[config.mk]
export PLATFORM = sky130hd
export DESIGN_NAME = matmul_op_ctrl_flat
export DESIGN_NICKNAME = d
export VERILOG_FILES = /design/src/rtl/matmul_op_ctrl_if.sv /design/src/rtl/matmul_op_ctrl.sv /design/src/flat_wrapper.sv
export SDC_FILE = /design/constraint.sdc
export NUM_CORES = 1
export LEC_CHECK = 0
export ABC_CLOCK_PERIOD_IN_PS = 2500
export CAP_MARGIN = 25
export CORE_UTILIZATION = 49
export CTS_BUF_LIST = sky130_fd_sc_hd__clkbuf_8 sky130_fd_sc_hd__clkbuf_16
export DETAILED_ROUTE_END_ITERATION = 8
export GPL_ROUTABILITY_DRIVEN = 0
export PLACE_DENSITY_LB_ADDON = 0.12
export SLEW_MARGIN = 15
export SYNTH_ARGS = -nofsm -noshare
export SYNTH_HDL_FRONTEND = slang
export SYNTH_SLANG_ARGS = --single-unit
export TNS_END_PERCENT = 10
[constraint.sdc]
create_clock -name clk_i -period 2.5 [get_ports clk_i]
set_input_delay 0.375 -clock clk_i [delete_from_list [all_inputs] [get_ports clk_i]]
set_output_delay 0.375 -clock clk_i [all_outputs]
set_load 0.01 [all_outputs]
[src/rtl/matmul_op_ctrl_if.sv]
// Bundle of the control-register, calc-unit and scratchpad signals seen by
// the matrix-multiply operation controller. The master modport is the
// controller's view; the slave modport is the surrounding system's view.
interface matmul_op_ctrl_if #(
    parameter int SP_AW = 2
);
    logic             cfg_start_i;
    logic             cfg_mode_i;
    logic [2:0]       cfg_n_dim_i;
    logic [2:0]       cfg_k_dim_i;
    logic [2:0]       cfg_m_dim_i;
    logic [SP_AW-1:0] cfg_rd_target_i;
    logic [SP_AW-1:0] cfg_wr_target_i;
    logic             calc_start_o;
    logic             calc_mode_o;
    logic [2:0]       calc_n_dim_o;
    logic [2:0]       calc_k_dim_o;
    logic [2:0]       calc_m_dim_o;
    logic             calc_finish_i;
    logic             sp_re_o;
    logic [SP_AW-1:0] sp_rtarget_o;
    logic             sp_rvalid_i;
    logic             bias_load_o;
    logic             sp_we_o;
    logic [SP_AW-1:0] sp_wtarget_o;
    logic             clr_start_o;
    logic             busy_o;
    logic             done_o;
    logic             err_o;
    logic [1:0]       err_code_o;

    modport master (
        input  cfg_start_i, cfg_mode_i, cfg_n_dim_i, cfg_k_dim_i, cfg_m_dim_i,
               cfg_rd_target_i, cfg_wr_target_i, calc_finish_i, sp_rvalid_i,
        output calc_start_o, calc_mode_o, calc_n_dim_o, calc_k_dim_o, calc_m_dim_o,
               sp_re_o, sp_rtarget_o, bias_load_o, sp_we_o, sp_wtarget_o,
               clr_start_o, busy_o, done_o, err_o, err_code_o
    );

    modport slave (
        output cfg_start_i, cfg_mode_i, cfg_n_dim_i, cfg_k_dim_i, cfg_m_dim_i,
               cfg_rd_target_i, cfg_wr_target_i, calc_finish_i, sp_rvalid_i,
        input  calc_start_o, calc_mode_o, calc_n_dim_o, calc_k_dim_o, calc_m_dim_o,
               sp_re_o, sp_rtarget_o, bias_load_o, sp_we_o, sp_wtarget_o,
               clr_start_o, busy_o, done_o, err_o, err_code_o
    );
endinterface

[src/rtl/matmul_op_ctrl.sv]
// Sequencing controller for the matrix-multiply calc unit: accepts one
// request from the control register, validates dimensions, optionally loads
// the bias from scratchpad, runs the calc unit under a timeout, writes the
// result slot and hands the start bit back to the register file.
module matmul_op_ctrl #(
    parameter int DATA_WIDTH  = 8,
    parameter int BUS_WIDTH   = 16,
    parameter int SP_TARGETS  = 4,
    parameter int TIMEOUT_CYC = 64
) (
    input logic           clk_i,
    input logic           rst_ni,
    matmul_op_ctrl_if.master bus
);
    localparam int MAX_DIM = BUS_WIDTH / DATA_WIDTH;
    localparam int SP_AW   = (SP_TARGETS > 1) ? $clog2(SP_TARGETS) : 1;
    localparam int CNT_W   = (TIMEOUT_CYC > 2) ? $clog2(TIMEOUT_CYC) : 1;
    // Dimension fields are 3 bits, so any limit above 7 accepts every non-zero value.
    localparam logic [3:0]       MAX_DIM_C = (MAX_DIM > 7) ? 4'd8 : 4'(MAX_DIM);
    localparam logic [CNT_W-1:0] CNT_LAST  = CNT_W'(TIMEOUT_CYC - 1);

    typedef enum logic [2:0] {
        S_IDLE     = 3'd0,
        S_CHECK    = 3'd1,
        S_LOAD     = 3'd2,
        S_RUN      = 3'd3,
        S_WRITE    = 3'd4,
        S_FINISH   = 3'd5,
        S_WAIT_LOW = 3'd6
    } state_e;

    state_e           state_r, state_next_s;
    logic             mode_r;
    logic [2:0]       n_r, k_r, m_r;
    logic [SP_AW-1:0] rd_r, wr_r;
    logic [CNT_W-1:0] cnt_r;
    logic             err_r;
    logic [1:0]       err_code_r;
    logic             calc_start_r, sp_re_r, sp_we_r, done_r, clr_start_r, busy_r;
    logic             accept_s, err_set_s, dims_ok_s, timeout_s;
    logic [1:0]       err_code_s;

    assign dims_ok_s = (n_r != 3'd0) && ({1'b0, n_r} <= MAX_DIM_C) &&
                       (k_r != 3'd0) && ({1'b0, k_r} <= MAX_DIM_C) &&
                       (m_r != 3'd0) && ({1'b0, m_r} <= MAX_DIM_C);
    assign timeout_s = (cnt_r == CNT_LAST);

    // State register.
    always_ff @(posedge clk_i or negedge rst_ni) begin
        if (!rst_ni) begin
            state_r <= S_IDLE;
        end else begin
            state_r <= state_next_s;
        end
    end

    // Next-state decode plus request acceptance and error-event detection.
    always_comb begin
        state_next_s = state_r;
        accept_s     = 1'b0;
        err_set_s    = 1'b0;
        err_code_s   = 2'b00;
        case (state_r)
            S_IDLE: begin
                if (bus.cfg_start_i) begin
                    accept_s     = 1'b1;
                    state_next_s = S_CHECK;
                end else begin
                    state_next_s = S_IDLE;
                end
            end
            S_CHECK: begin
                if (!dims_ok_s) begin
                    err_set_s    = 1'b1;
                    err_code_s   = 2'b01;
                    state_next_s = S_FINISH;
                end else if (mode_r) begin
                    state_next_s = S_LOAD;
                end else begin
                    state_next_s = S_RUN;
                end
            end
            S_LOAD: begin
                if (bus.sp_rvalid_i) begin
                    state_next_s = S_RUN;
                end else begin
                    state_next_s = S_LOAD;
                end
            end
            S_RUN: begin
                // A finish arriving in the timeout cycle still completes normally.
                if (bus.calc_finish_i) begin
                    state_next_s = S_WRITE;
                end else if (timeout_s) begin
                    err_set_s    = 1'b1;
                    err_code_s   = 2'b10;
                    state_next_s = S_FINISH;
                end else begin
                    state_next_s = S_RUN;
                end
            end
            S_WRITE:  state_next_s = S_FINISH;
            S_FINISH: state_next_s = S_WAIT_LOW;
            S_WAIT_LOW: begin
                // A start bit left high must be seen low before a new request counts.
                if (!bus.cfg_start_i) begin
                    state_next_s = S_IDLE;
                end else begin
                    state_next_s = S_WAIT_LOW;
                end
            end
            default: state_next_s = S_IDLE;
        endcase
    end

    // Latch the request on acceptance so later register writes cannot disturb it.
    always_ff @(posedge clk_i or negedge rst_ni) begin
        if (!rst_ni) begin
            mode_r <= 1'b0;
            n_r    <= 3'd0;
            k_r    <= 3'd0;
            m_r    <= 3'd0;
            rd_r   <= '0;
            wr_r   <= '0;
        end else if (accept_s) begin
            mode_r <= bus.cfg_mode_i;
            n_r    <= bus.cfg_n_dim_i;
            k_r    <= bus.cfg_k_dim_i;
            m_r    <= bus.cfg_m_dim_i;
            rd_r   <= bus.cfg_rd_target_i;
            wr_r   <= bus.cfg_wr_target_i;
        end
    end

    // RUN-cycle counter; restarts from zero on every entry into RUN.
    always_ff @(posedge clk_i or negedge rst_ni) begin
        if (!rst_ni) begin
            cnt_r <= '0;
        end else if (state_r == S_RUN) begin
            cnt_r <= cnt_r + CNT_W'(1);
        end else begin
            cnt_r <= '0;
        end
    end

    // Sticky error flag and code; a newly accepted request clears them.
    always_ff @(posedge clk_i or negedge rst_ni) begin
        if (!rst_ni) begin
            err_r      <= 1'b0;
            err_code_r <= 2'b00;
        end else if (accept_s) begin
            err_r      <= 1'b0;
            err_code_r <= 2'b00;
        end else if (err_set_s) begin
            err_r      <= 1'b1;
            err_code_r <= err_code_s;
        end
    end

    // Strobes registered from the next state so they align with the state they mark.
    always_ff @(posedge clk_i or negedge rst_ni) begin
        if (!rst_ni) begin
            calc_start_r <= 1'b0;
            sp_re_r      <= 1'b0;
            sp_we_r      <= 1'b0;
            done_r       <= 1'b0;
            clr_start_r  <= 1'b0;
            busy_r       <= 1'b0;
        end else begin
            calc_start_r <= (state_next_s == S_RUN);
            sp_re_r      <= (state_next_s == S_LOAD);
            sp_we_r      <= (state_next_s == S_WRITE);
            done_r       <= (state_next_s == S_FINISH);
            clr_start_r  <= (state_next_s == S_FINISH);
            busy_r       <= (state_next_s != S_IDLE);
        end
    end

    assign bus.calc_start_o = calc_start_r;
    assign bus.calc_mode_o  = mode_r;
    assign bus.calc_n_dim_o = n_r;
    assign bus.calc_k_dim_o = k_r;
    assign bus.calc_m_dim_o = m_r;
    assign bus.sp_re_o      = sp_re_r;
    assign bus.sp_rtarget_o = rd_r;
    // Bias data is only valid in the rvalid cycle, so the capture strobe is combinational.
    assign bus.bias_load_o  = (state_r == S_LOAD) && bus.sp_rvalid_i;
    assign bus.sp_we_o      = sp_we_r;
    assign bus.sp_wtarget_o = wr_r;
    assign bus.clr_start_o  = clr_start_r;
    assign bus.busy_o       = busy_r;
    assign bus.done_o       = done_r;
    assign bus.err_o        = err_r;
    assign bus.err_code_o   = err_code_r;
endmodule

[src/flat_wrapper.sv]
// flat-port wrapper written by rule: the top's interface ports become plain ports
module matmul_op_ctrl_flat 
#(
    parameter int DATA_WIDTH  = 8,
    parameter int BUS_WIDTH   = 16,
    parameter int SP_TARGETS  = 4,
    parameter int TIMEOUT_CYC = 64
)
  (clk_i, rst_ni, bus_cfg_start_i, bus_cfg_mode_i, bus_cfg_n_dim_i, bus_cfg_k_dim_i, bus_cfg_m_dim_i, bus_cfg_rd_target_i, bus_cfg_wr_target_i, bus_calc_finish_i, bus_sp_rvalid_i, bus_calc_start_o, bus_calc_mode_o, bus_calc_n_dim_o, bus_calc_k_dim_o, bus_calc_m_dim_o, bus_sp_re_o, bus_sp_rtarget_o, bus_bias_load_o, bus_sp_we_o, bus_sp_wtarget_o, bus_clr_start_o, bus_busy_o, bus_done_o, bus_err_o, bus_err_code_o);
  matmul_op_ctrl_if #(.SP_AW((2))) bus_i ();
  input logic clk_i;
  input logic rst_ni;
  input wire logic [$bits(bus_i.cfg_start_i)-1:0] bus_cfg_start_i;
  input wire logic [$bits(bus_i.cfg_mode_i)-1:0] bus_cfg_mode_i;
  input wire logic [$bits(bus_i.cfg_n_dim_i)-1:0] bus_cfg_n_dim_i;
  input wire logic [$bits(bus_i.cfg_k_dim_i)-1:0] bus_cfg_k_dim_i;
  input wire logic [$bits(bus_i.cfg_m_dim_i)-1:0] bus_cfg_m_dim_i;
  input wire logic [$bits(bus_i.cfg_rd_target_i)-1:0] bus_cfg_rd_target_i;
  input wire logic [$bits(bus_i.cfg_wr_target_i)-1:0] bus_cfg_wr_target_i;
  input wire logic [$bits(bus_i.calc_finish_i)-1:0] bus_calc_finish_i;
  input wire logic [$bits(bus_i.sp_rvalid_i)-1:0] bus_sp_rvalid_i;
  output wire logic [$bits(bus_i.calc_start_o)-1:0] bus_calc_start_o;
  output wire logic [$bits(bus_i.calc_mode_o)-1:0] bus_calc_mode_o;
  output wire logic [$bits(bus_i.calc_n_dim_o)-1:0] bus_calc_n_dim_o;
  output wire logic [$bits(bus_i.calc_k_dim_o)-1:0] bus_calc_k_dim_o;
  output wire logic [$bits(bus_i.calc_m_dim_o)-1:0] bus_calc_m_dim_o;
  output wire logic [$bits(bus_i.sp_re_o)-1:0] bus_sp_re_o;
  output wire logic [$bits(bus_i.sp_rtarget_o)-1:0] bus_sp_rtarget_o;
  output wire logic [$bits(bus_i.bias_load_o)-1:0] bus_bias_load_o;
  output wire logic [$bits(bus_i.sp_we_o)-1:0] bus_sp_we_o;
  output wire logic [$bits(bus_i.sp_wtarget_o)-1:0] bus_sp_wtarget_o;
  output wire logic [$bits(bus_i.clr_start_o)-1:0] bus_clr_start_o;
  output wire logic [$bits(bus_i.busy_o)-1:0] bus_busy_o;
  output wire logic [$bits(bus_i.done_o)-1:0] bus_done_o;
  output wire logic [$bits(bus_i.err_o)-1:0] bus_err_o;
  output wire logic [$bits(bus_i.err_code_o)-1:0] bus_err_code_o;
  assign bus_i.cfg_start_i = bus_cfg_start_i;
  assign bus_i.cfg_mode_i = bus_cfg_mode_i;
  assign bus_i.cfg_n_dim_i = bus_cfg_n_dim_i;
  assign bus_i.cfg_k_dim_i = bus_cfg_k_dim_i;
  assign bus_i.cfg_m_dim_i = bus_cfg_m_dim_i;
  assign bus_i.cfg_rd_target_i = bus_cfg_rd_target_i;
  assign bus_i.cfg_wr_target_i = bus_cfg_wr_target_i;
  assign bus_i.calc_finish_i = bus_calc_finish_i;
  assign bus_i.sp_rvalid_i = bus_sp_rvalid_i;
  assign bus_calc_start_o = bus_i.calc_start_o;
  assign bus_calc_mode_o = bus_i.calc_mode_o;
  assign bus_calc_n_dim_o = bus_i.calc_n_dim_o;
  assign bus_calc_k_dim_o = bus_i.calc_k_dim_o;
  assign bus_calc_m_dim_o = bus_i.calc_m_dim_o;
  assign bus_sp_re_o = bus_i.sp_re_o;
  assign bus_sp_rtarget_o = bus_i.sp_rtarget_o;
  assign bus_bias_load_o = bus_i.bias_load_o;
  assign bus_sp_we_o = bus_i.sp_we_o;
  assign bus_sp_wtarget_o = bus_i.sp_wtarget_o;
  assign bus_clr_start_o = bus_i.clr_start_o;
  assign bus_busy_o = bus_i.busy_o;
  assign bus_done_o = bus_i.done_o;
  assign bus_err_o = bus_i.err_o;
  assign bus_err_code_o = bus_i.err_code_o;
  matmul_op_ctrl #(.DATA_WIDTH(DATA_WIDTH), .BUS_WIDTH(BUS_WIDTH), .SP_TARGETS(SP_TARGETS), .TIMEOUT_CYC(TIMEOUT_CYC)) u_core (.clk_i(clk_i), .rst_ni(rst_ni), .bus(bus_i));
endmodule
# Yosys cells after proc, flatten, opt, wreduce, memory -nomap -nowiden
# Index checks and enable logic that the tools add are counted.
# classes
n_eq_ne	11
multipliers	0
div	0
reduce_logical	12
mux	23
bitwise_logic	0
shift	0
order_cmp	3
add_sub_neg	1
# op_table
cell	n
3-bit case mux with 7 select lines	1
3-bit equality test (second input constant)	5
3-bit by 2-bit equality test with 1-bit output (second input constant)	4
3-bit 2-to-1 mux	4
3-bit nonzero test	4
1-bit 2-to-1 mux	11
3-bit by 2-bit <= comparator with 1-bit output (second input constant)	3
2-bit 2-to-1 mux	4
6-bit by 1-bit adder with 6-bit output (second input constant)	1
6-bit equality test (second input constant)	1
1-bit logical AND	6
6-bit 2-to-1 mux	1
2-bit case mux with 2 select lines	1
3-bit by 1-bit equality test with 1-bit output (second input constant)	1
3-bit logical NOT	1
1-bit case mux with 2 select lines	1
2-bit nonzero test	1
# word_totals
reg_bits	31
latchBits	0
memories	0
mem_bits_rw	0
romBits	0
inputBits	19
output_inout_bits	24

# Longest topological paths before layout
# depth
depth_word	10
ltp_mapped	5
mapped_depth_nobuf	5

# Worst setup path after synthesis
# Ideal clock, no wire load.
# synth_timing
path_type	reg-to-reg
startpoint	register u_core.cnt_r[0]
endpoint	register u_core.calc_start_r, in the netlist u_core.bus.calc_start_o
setup_ns	0.088
arrival_ns	1.506
path_buffers	0
synth_period_minus_slack_ns	1.594
slack_ns	0.906
stages_incl_launch_ff	6
path_cell_list	dfrtp_1 -> ha_1 -> and3_4 -> a31oi_4 -> a2bb2oi_1 -> nor3b_1
# synth_via
elab_chain_len	5
# synth_rtl
element	line_no	source
start: declaration	matmul_op_ctrl.sv:36	logic [CNT_W-1:0] cnt_r;
start signal: assignment	matmul_op_ctrl.sv:140	cnt_r <= cnt_r + CNT_W'(1);
6-bit equality test	matmul_op_ctrl.sv:46	assign timeout_s = (cnt_r == CNT_LAST);
3-bit 2-to-1 mux	matmul_op_ctrl.sv:94	end else if (timeout_s) begin
3-bit 2-to-1 mux	matmul_op_ctrl.sv:92	if (bus.calc_finish_i) begin
3-bit case mux with 7 select lines	matmul_op_ctrl.sv:63	case (state_r)
3-bit by 2-bit equality test with 1-bit output	matmul_op_ctrl.sv:170	calc_start_r <= (state_next_s == S_RUN);
end signal: assignment	matmul_op_ctrl.sv:170	
end: declaration	matmul_op_ctrl.sv:39	logic calc_start_r, sp_re_r, sp_we_r, done_r, clr_start_r, busy_r;
# Every way passes these cells.
# A chain may end at the register's enable or synchronous reset.

# Final worst setup path
# layout_timing
startpoint	register u_core.state_r[2]
endpoint	output bus_bias_load_o
# layout_via
elab_chain_len	2
# layout_rtl
element	line_no	source
start: declaration	matmul_op_ctrl.sv:32	state_e state_r, state_next_s;
start signal: assignment	matmul_op_ctrl.sv:53	state_r <= state_next_s;
3-bit by 2-bit equality test with 1-bit output	matmul_op_ctrl.sv:187	assign bus.bias_load_o = (state_r == S_LOAD) && bus.sp_rvalid_i;
1-bit logical AND	matmul_op_ctrl.sv:187	
end: declaration	flat_wrapper.sv:29	output wire logic [$bits(bus_i.bias_load_o)-1:0] bus_bias_load_o;
# Every way passes these cells.

==> results.tsv <==
stage	metric	value	unit
grt	grt_max_degree	32	
grt	use_met1	26.0	%
timing	setup_violations	0	
placed_design	dp_hpwl	2020	µm
die	coreArea	2590	µm²
setup_path	cp_cell_sequence	nand2b_1 > nor2_1 > clkdlybuf4s50_1	
timing	tightest_slew	464	ps
synthesis	syn_area_per_cell	12.2	µm²
cts	clk_latency	290	ps
cts	cts.sink_count	31	
die	ioPinCount	43	
grt	grt_pass1_wl	5070	µm
timing	fin_worst_skew	9.44	ps
synthesis	syn_inst	114	
timing	max_slew_margin	68.7	%
die	chipHeight	55.3	µm
cts	cts_tree	done	
power_and_ir_drop	peakVddDrop	0.850	mV
power_and_ir_drop	p_comb_share	43.5	%
synthesis	synth_nets	134	
finish	insertedDiodeCount	0	
drt	ant_nets	0	
power_and_ir_drop	switching_share	34.1	%
drt	drt_iter0_drc	19	
drt	wl	2910	µm
grt	grt_most_used_layer	met2	
run_status	status	finished, final reports clean	
setup_path	path_class	flip-flop to primary output	
grt	antenna_found_initial	0	
timing	finalMaxSlewViolations	0	
timing	tns	0	ps
synthesis	yosysTopAreaCellShare	55.8	%
synthesis	syn-cell-area	1390	µm²
setup_path	critPathCaptureType	primary output	
timing	report.final.hold_viol_count	0	
grt	met2_usage	35.3	%
cts	postCtsSetupRepairBufs	0	
finish	final_core_util	74.5	%
synthesis	synth_seq_cells	31	
grt	grtUsageTotal	22.2	%
worst_hold_path	min_path_type	input port to asynchronous set/reset pin	
setup_path	crit_fanout	10	
flow_run	cap_violations	0	
power_and_ir_drop	power.switching	0.000789	W
drt	post-route-drc-count	0	
setup_path	max_stage_delay	560	ps
synthesis	synth_warnings	0	
die	dieWidth	55.3	µm
drt	wire_per_inst	15.2	µm
synthesis	synth_edf_count	0	
cts	cts_made_buffers	5	
finish	syn2layout_area_growth	38.8	%
power_and_ir_drop	power-per-cell-area	1200	nW/µm²
cts	post_cts_resized	0	
placed_design	dp.cells	183	
power_and_ir_drop	p_seq_share	37.8	%
finish	fin_nets	180	
cts	clkTransAtPathRegs	70	ps
timing	setup_slack	427	ps
placed_design	port_buffers	42	
grt	grt_overflow	0	
cts	clockBufferDepth	2	
synthesis	synth_area_leaders	dfrtp_1, mux2_2, xor2_1	
synthesis	ys_types	33	
cts	ctsHoldBuffers	0	
grt	grt_pass1_vias	1057	
timing	fmax	0.482	GHz
die	rows	18	
synthesis	async_flop_share	100	%
cts	cts_root_buf	clkbuf_8	
synthesis	synth_ff_type	dfrtp_1	
timing	period_needed	2070	ps
cts	htree_levels	2	
timing	fin_crit_sh	82.9	%
synthesis	yosys.area.top_type	dfrtp_1	
finish	finalNonFillerCells	191	
die	dieArea	3060	µm²
setup_path	crit_arrival	1700	ps
setup_path	worstPathRequired	2120	ps
die	start_util	53.7	%
power_and_ir_drop	power_frac_clock	18.7	%
grt	grt_util_met3	10.1	%
setup_path	start_kind	flip-flop	
drt	vias	1035	
synthesis	ys_seq_area_share	55.8	%
power_and_ir_drop	power.leakage	0.840	nW
power_and_ir_drop	p_int	0.00152	W
placed_design	place_ws	556	ps
timing	rsz0062_at_grt	no	
timing	timing.hold.ws	472	ps
drt	vias_per_cell	5.42	
drt	dr.pass1.iters	4	
finish	drive_gt1_share	16.8	%
setup_path	slowest_stage	clkdlybuf4s50_1	
==> registers in the layout, indices dropped and copies added, names as in the netlist <==
signal,count
u_core.bus.busy_o,1
u_core.bus.calc_k_dim_o,3
u_core.bus.calc_m_dim_o,3
u_core.bus.calc_mode_o,1
u_core.bus.calc_n_dim_o,3
u_core.bus.calc_start_o,1
u_core.bus.done_o,1
u_core.bus.err_code_o,2
u_core.bus.err_o,1
u_core.bus.sp_re_o,1
u_core.bus.sp_rtarget_o,2
u_core.bus.sp_we_o,1
u_core.bus.sp_wtarget_o,2
u_core.cnt_r,6
u_core.state_r,3
==> final cells by class <==
class,instances,area (µm²)
sequential,31,776
fill,181,659
multi-input combinational,72,559
timing repair buffer,44,435
clock buffer,7,96.3
tap,30,37.5
inverter,6,22.5
clock inverter,1,3.75
==> path summary, 6_finish.rpt <==
path                                        start                          to  slack (ps)  cells past startpoint
worst max-delay path            u_core.state_r[2]             bus_bias_load_o         430                      3
worst min-delay path                       rst_ni           u_core.state_r[1]         470                      2
worst max register to register    u_core.cnt_r[0]     u_core.bus.calc_start_o         710                      5
worst min register to register    u_core.cnt_r[0]             u_core.cnt_r[0]         490                      1
max in group asynchronous                  rst_ni  u_core.bus.calc_n_dim_o[1]        1750                      2
min in group clk_i                u_core.cnt_r[0]             u_core.cnt_r[0]         490                      1
==> synth_stat cells, drive strengths merged (2+ instances only) <==
master / number
dfrtp: 31
mux2: 14
nor2: 10
inv: 6
a21oi: 5
buf: 5
xor2: 5
nand2: 4
nand2b: 4
and3: 3
nand3: 3
nor3: 3
a211oi: 2
a2bb2oi: 2
nor2b: 2
xnor2: 2
==> metal layers <==
layer,vias up,routed length (µm)
li1,489,-
met1,507,1240
met2,33,1430
met3,6,185
met4,0,59
met5,-,0
==> cell usage in the layout (no fill, tap or decap), drive strengths merged, types with 2 or more instances in the layout <==
master,n
nor2b,2
xor2,5
nor3,3
a2bb2oi,2
nand2,4
a21oi,5
nand3,3
inv,7
and3,3
xnor2,2
buf,2
nand2b,4
clkdlybuf4s50,42
nor2,10
clkbuf,7
dfrtp,31
mux2,14
a211oi,2
==> cells by family after synthesis <==
family | Yosys count | share of synthesized area (%)
mux | 14 | 11.3
flops | 31 | 55.8
compound gates | 15 | 8.72
buf+inv | 11 | 4.05
xor+xnor | 7 | 4.41
fa+ha+maj | 1 | 0.899
simple gates | 35 | 14.8
==> per-stage QoR <==
| step | area (µm²) | power, W |
|---|---|---|
| 3_5_place_dp | 1830 | 0.00188 |
| 2_1_floorplan | 1390 | 0.00142 |
| 4_1_cts | 1930 | 0.00233 |
| 5_1_grt | 1930 | 0.00246 |
| 6_report | 1930 | 0.00231 |
| 3_3_place_gp | 1830 | 0.00185 |
==> worst max-delay path, delay by kind of cell (launching register included) <==
family / cells / cell delay, ps
buffers and inverters: 1 / 560
and+or+nand+nor: 2 / 330
DFF: 1 / 510
==> power by group through the flow <==
stage / sequential (W) / combinational, W / clock (W)
after floorplan: 0.000895 / 0.000522 / 0
after global placement: 0.000867 / 0.000980 / 0
after detailed placement: 0.000880 / 0.00100 / 0
after CTS: 0.000873 / 0.00102 / 0.000442
after global routing: 0.000910 / 0.00109 / 0.000458
final: 0.000874 / 0.00101 / 0.000433
Power figures use the tool's default switching activity.
